## src/rtl/vga_scan_fetch.sv

```systemverilog
// Raster timing generator and pixel fetcher: scans the VGA frame, addresses the
// 3-bit video RAM, and presents registered RGB with aligned active-low syncs.
module vga_scan_fetch #(
    parameter int CLK_DIV    = 2,
    parameter int H_VISIBLE  = 640,
    parameter int H_FRONT    = 16,
    parameter int H_SYNC     = 96,
    parameter int H_BACK     = 48,
    parameter int V_VISIBLE  = 480,
    parameter int V_FRONT    = 10,
    parameter int V_SYNC     = 2,
    parameter int V_BACK     = 33,
    parameter int ADDR_WIDTH = 19
) (
    input  logic                  Clock,
    input  logic                  Reset,
    input  logic                  iEnable,
    output logic [ADDR_WIDTH-1:0] oReadAddress,
    input  logic [2:0]            iPixel,
    output logic                  VGA_HSYNC,
    output logic                  VGA_VSYNC,
    output logic                  VGA_RED,
    output logic                  VGA_GREEN,
    output logic                  VGA_BLUE,
    output logic                  oFrameStart
);
    localparam int HT = H_VISIBLE + H_FRONT + H_SYNC + H_BACK - 1;
    localparam int VT = V_VISIBLE + V_FRONT + V_SYNC + V_BACK - 1;
    localparam int HW = $clog2(HT + 1);
    localparam int VW = $clog2(VT + 1);
    localparam int DW = $clog2(CLK_DIV);

    localparam logic [DW-1:0] DIV_LAST = DW'(CLK_DIV - 1);
    localparam logic [HW-1:0] H_LAST   = HW'(HT);
    localparam logic [HW-1:0] H_VIS    = HW'(H_VISIBLE);
    localparam logic [HW-1:0] HS_START = HW'(H_VISIBLE + H_FRONT);
    localparam logic [HW-1:0] HS_END   = HW'(H_VISIBLE + H_FRONT + H_SYNC);
    localparam logic [VW-1:0] V_LAST   = VW'(VT);
    localparam logic [VW-1:0] V_VIS    = VW'(V_VISIBLE);
    localparam logic [VW-1:0] VS_START = VW'(V_VISIBLE + V_FRONT);
    localparam logic [VW-1:0] VS_END   = VW'(V_VISIBLE + V_FRONT + V_SYNC);

    logic [DW-1:0] div;
    logic [HW-1:0] h;
    logic [HW-1:0] h_next;
    logic [VW-1:0] v;
    logic [VW-1:0] v_next;
    logic          tick;
    logic          h_wrap;
    logic          v_wrap;
    logic          next_origin;
    logic          next_vis;
    logic          cur_vis;
    logic          hs_active;
    logic          vs_active;
    logic          cap_pend;
    logic [2:0]    cap;
    logic [2:0]    rgb_q;

    assign {VGA_RED, VGA_GREEN, VGA_BLUE} = rgb_q;

    always_comb begin
        tick        = iEnable && (div == DIV_LAST);
        h_wrap      = (h == H_LAST);
        v_wrap      = (v == V_LAST);
        h_next      = h_wrap ? '0 : h + HW'(1);
        v_next      = v;
        if (h_wrap) begin
            v_next = v_wrap ? '0 : v + VW'(1);
        end
        next_origin = h_wrap && v_wrap;
        next_vis    = (h_next < H_VIS) && (v_next < V_VIS);
        cur_vis     = (h < H_VIS) && (v < V_VIS);
        hs_active   = (h >= HS_START) && (h < HS_END);
        vs_active   = (v >= VS_START) && (v < VS_END);
    end

    // cap_pend resets high so the very first pixel after reset is captured
    // from address 0 before the first tick edge consumes it.
    always_ff @(posedge Clock or posedge Reset) begin
        if (Reset) begin
            div          <= '0;
            h            <= '0;
            v            <= '0;
            oReadAddress <= '0;
            VGA_HSYNC    <= 1'b1;
            VGA_VSYNC    <= 1'b1;
            rgb_q        <= 3'b000;
            oFrameStart  <= 1'b0;
            cap          <= 3'b000;
            cap_pend     <= 1'b1;
        end else if (iEnable) begin
            div         <= tick ? '0 : div + DW'(1);
            cap_pend    <= tick;
            oFrameStart <= tick && next_origin;
            if (cap_pend) begin
                cap <= iPixel;
            end
            if (tick) begin
                h <= h_next;
                v <= v_next;
                if (next_origin) begin
                    oReadAddress <= '0;
                end else if (next_vis) begin
                    oReadAddress <= oReadAddress + ADDR_WIDTH'(1);
                end
                // Output stage shows the pixel that is being left on this edge.
                rgb_q     <= cur_vis ? cap : 3'b000;
                VGA_HSYNC <= ~hs_active;
                VGA_VSYNC <= ~vs_active;
            end
        end
    end
endmodule

```

## config.mk

```make
export PLATFORM = sky130hd
export DESIGN_NAME = vga_scan_fetch
export DESIGN_NICKNAME = d
export VERILOG_FILES = /design/src/rtl/vga_scan_fetch.sv
export SDC_FILE = /design/constraint.sdc
export NUM_CORES = 1
export LEC_CHECK = 0
export CAP_MARGIN = 20
export CORE_MARGIN = 1.5
export CORE_UTILIZATION = 46
export CTS_CLUSTER_SIZE = 25
export DETAILED_ROUTE_END_ITERATION = 8
export HOLD_SLACK_MARGIN = 0.08
export PLACE_DENSITY = 0.67
export SYNTH_ARGS = -nofsm -noshare
export SYNTH_HDL_FRONTEND = slang
export SYNTH_SLANG_ARGS = --single-unit
```

## constraint.sdc

```tcl
create_clock -name Clock -period 3.3 [get_ports Clock]
set_input_delay 0.99 -clock Clock [delete_from_list [all_inputs] [get_ports Clock]]
set_output_delay 0.99 -clock Clock [all_outputs]
set_load 0.005 [all_outputs]
```

==> metrics.txt <==
status=complete, no violations; CTS resizes=0; largest fanout on the critical path=33; drt via density=5.807; Final ANT Viol Nets=0; metal1 wirelength=2886 µm; CP delay by family, top=simple AND/OR/NAND/NOR gates; HPWL Detailed=4252 µm; critical path depth in cells=8; Filler cells=514; WL per Instance=14.85 µm; synthesized area=0.002760 mm²; Worst EP arrival=3180 ps; metal3 WL=214 µm; f_max=0.3398 GHz; measured slew at the worst slew-check pin=679.8 ps; Setup TNS=0 ps; Setup Fix Bufs, Post-CTS=0; GPL Wtd Cong=0.8284; worst hold-check path type=flop to flop; PortBufs=30; Crit path largest cell delay=580 ps; YS warnings=0; clk slew on worst S/H paths=100 ps; critical path class=flop to flop; # placed instances=389; FF/Latch Area=0.001255 mm²; met2 WL=2756 µm; Final min period=2943 ps; Ports=31; VDD IR max=0.0003194 V; Final Max Slew Viols=0; Multi-input gate area=0.001373 mm²; Nets=333; std cell rows=28; Cell variety after synth=43; clock sinks=50; Die W=80.46 µm; Rel. slew slack=54.61%; Die Span Y=80.46 µm; Avg Inst Size Synth=9.356 µm²; area grow syn2layout=20.04%; skew final=13.11 ps; most used cell, CP=or4_1; worst r2r src=h[0]; CTS Hold Bufs=0; # H-tree levels=2; ys async rst share=100.0%; CP startpoint kind=flop; Final Instance Count excl. Fillers=398; number of global-route vias before repair=2145; Core Area=0.005851 mm²; CTS tree=done; Max Cap Viol=0; global-route wire length before repair=10260 µm; flop2flop setup slack=360 ps; clock buffer depth=2; Synth Flop Type=dfrtp_1; Pwr Density=471.8 mW/mm²; final setup fails=0; share of layout cells above drive strength 1=9.598%; RSZ-0062 raised after global routing=no; crit path launch=h[0]; CP cell instances=ha_1, nand4_2, or4_1, a211oi_2, o32ai_4, buf_16, or4_1, a21oi_1; ANT cells=0; Clock Latency Late Sink=310 ps; Post-Synthesis Cells=295; RR Endpoint=oReadAddress[7]; Iter 0 DRT Violations=141; placed inst area=0.003143 mm²; initial antenna violation count=0; CTS Root Cell=clkbuf_8; largest net degree at the start of global routing=37; design area=0.003313 mm²; crit path to=oReadAddress[7]; CP Buf/Inv Count=1; Remaining DRCs=0; Worst setup EP type=flop; R2R depth=8; DR top layer=met4; Synth Register Bits=50; Worst Path Required=3530 ps; Die ar.=0.006474 mm²; GRT Resource Usage Total=20.20%; via count=2311; syn_nets=306; Leak=1.329 nW; GRT overflow=0; Total Wirelength=5912 µm; clock buffer count from CTS=5; effective utilization at floorplan=47.18%; crit share post-route=89.19%; CP max-delay cell=or4_1; DR pass1 iterations=5; sequential share of the synthesized area=45.47%; Fin. Hold Viols=0; Post-synth EDFFs=0
-- layer usage --
layer / vias to the layer above / track usage [%]
li1: 1151 / -
met1: 1110 / 28.49
met2: 46 / 32.02
met3: 4 / 3.295
met4: 0 / 5.690
met5: - / 0
-- cell type report --
| cell class | instances | share of cell area, % |
|---|---|---|
| Clock buffer | 6 | 2.492 |
| Clock inverter | 2 | 1.813 |
| Inverter | 15 | 1.699 |
| Multi-Input combinational cell | 212 | 41.43 |
| Sequential cell | 50 | 37.88 |
| Tap cell | 75 | 2.832 |
| Timing Repair Buffer | 38 | 11.86 |
-- worst register-to-register path: cells and delay by family (launching register included) --
kind | cells | cell delay (ps)
buf+inv | 1 | 210
compound gates | 3 | 630
fa+ha+maj | 1 | 260
simple gates | 3 | 1330
flops | 1 | 450
-- synthesized netlist by cell type (all sizes together), types with 4 or more instances --
library cell   n  area, µm²
and2           6      37.54
or2            4      27.53
xor2           6      52.55
nand4         14      93.84
and3           7      43.79
dfrtp         47       1176
nand3         14      70.07
inv           15      56.30
o21ai         15      75.07
a22o           4      35.03
nand2         25      93.84
ha             5      62.56
o31ai         16      120.1
clkbuf        12      45.04
nor3           8      51.30
xnor2          5      43.79
nor2          18      67.56
buf            6      42.54
a21oi         19      95.09
or4           17      127.6
o211ai         4      30.03
-- worst min-delay path by stage --
| stage | slack [ps] | cells past startpoint | start | endpoint |
|---|---|---|---|---|
| final | 480 | 2 | cap_pend | cap_pend |
| after detailed placement | 470 | 2 | cap_pend | cap_pend |
| after CTS | 480 | 2 | cap_pend | cap_pend |
| after global placement | 460 | 2 | cap_pend | cap_pend |
| after floorplan | 450 | 2 | cap_pend | cap_pend |
| after global routing | 500 | 2 | cap_pend | cap_pend |
-- power by group --
group	internal, W	switching (W)
Clock	0.000323	0.000208
Sequential	0.000687	0.0000702
Combinational	0.000115	0.000160
Total	0.00113	0.000438
-- state kept, by name (all words and copies together), names as in the netlist --
register / cells
cap: 3
VGA_HSYNC: 1
v: 10
VGA_VSYNC: 1
div: 1
cap_pend: 1
h: 10
oFrameStart: 1
rgb_q: 3
oReadAddress: 19
-- through the flow --
stage | hold slack (ps) | power, W | util [%] | worst slack (ps)
after floorplan | 448.4 | 0.0009562 | - | 688.8
after detailed placement | 474.8 | 0.001046 | 53.72 | 265.6
after CTS | 482.7 | 0.001576 | 56.16 | 252.7
final | 479.6 | 0.001563 | 56.63 | 356.7
after global placement | 458.0 | 0.001036 | 53.72 | 419.2
after global routing | 495.3 | 0.001642 | 56.63 | 186.8
-- layout by cell type, fill, tap and decap left out, drive strengths merged, types with 3 or more instances in the layout --
cell            n
nor2           18
xor2            6
xnor2           5
o21ai          15
o31ai          16
o211ai          4
nand3          14
or2             4
o22ai           3
mux2            3
and3            7
nand2          25
clkbuf          6
nor3            8
or4            17
a22o            4
buf             8
and2            6
clkdlybuf4s50  30
dfstp           3
nand4          14
a21oi          19
inv            15
ha              5
dfrtp          47
-- logic make-up after synthesis --
| family | synth area share [%] |
|---|---|
| compound gates | 17.04 |
| xor+xnor | 3.490 |
| fa+ha+maj | 2.267 |
| buf+inv | 5.213 |
| flops | 45.47 |
| mux | 1.949 |
| simple gates | 24.57 |
No activity file was read; power rests on OpenSTA's default activity.
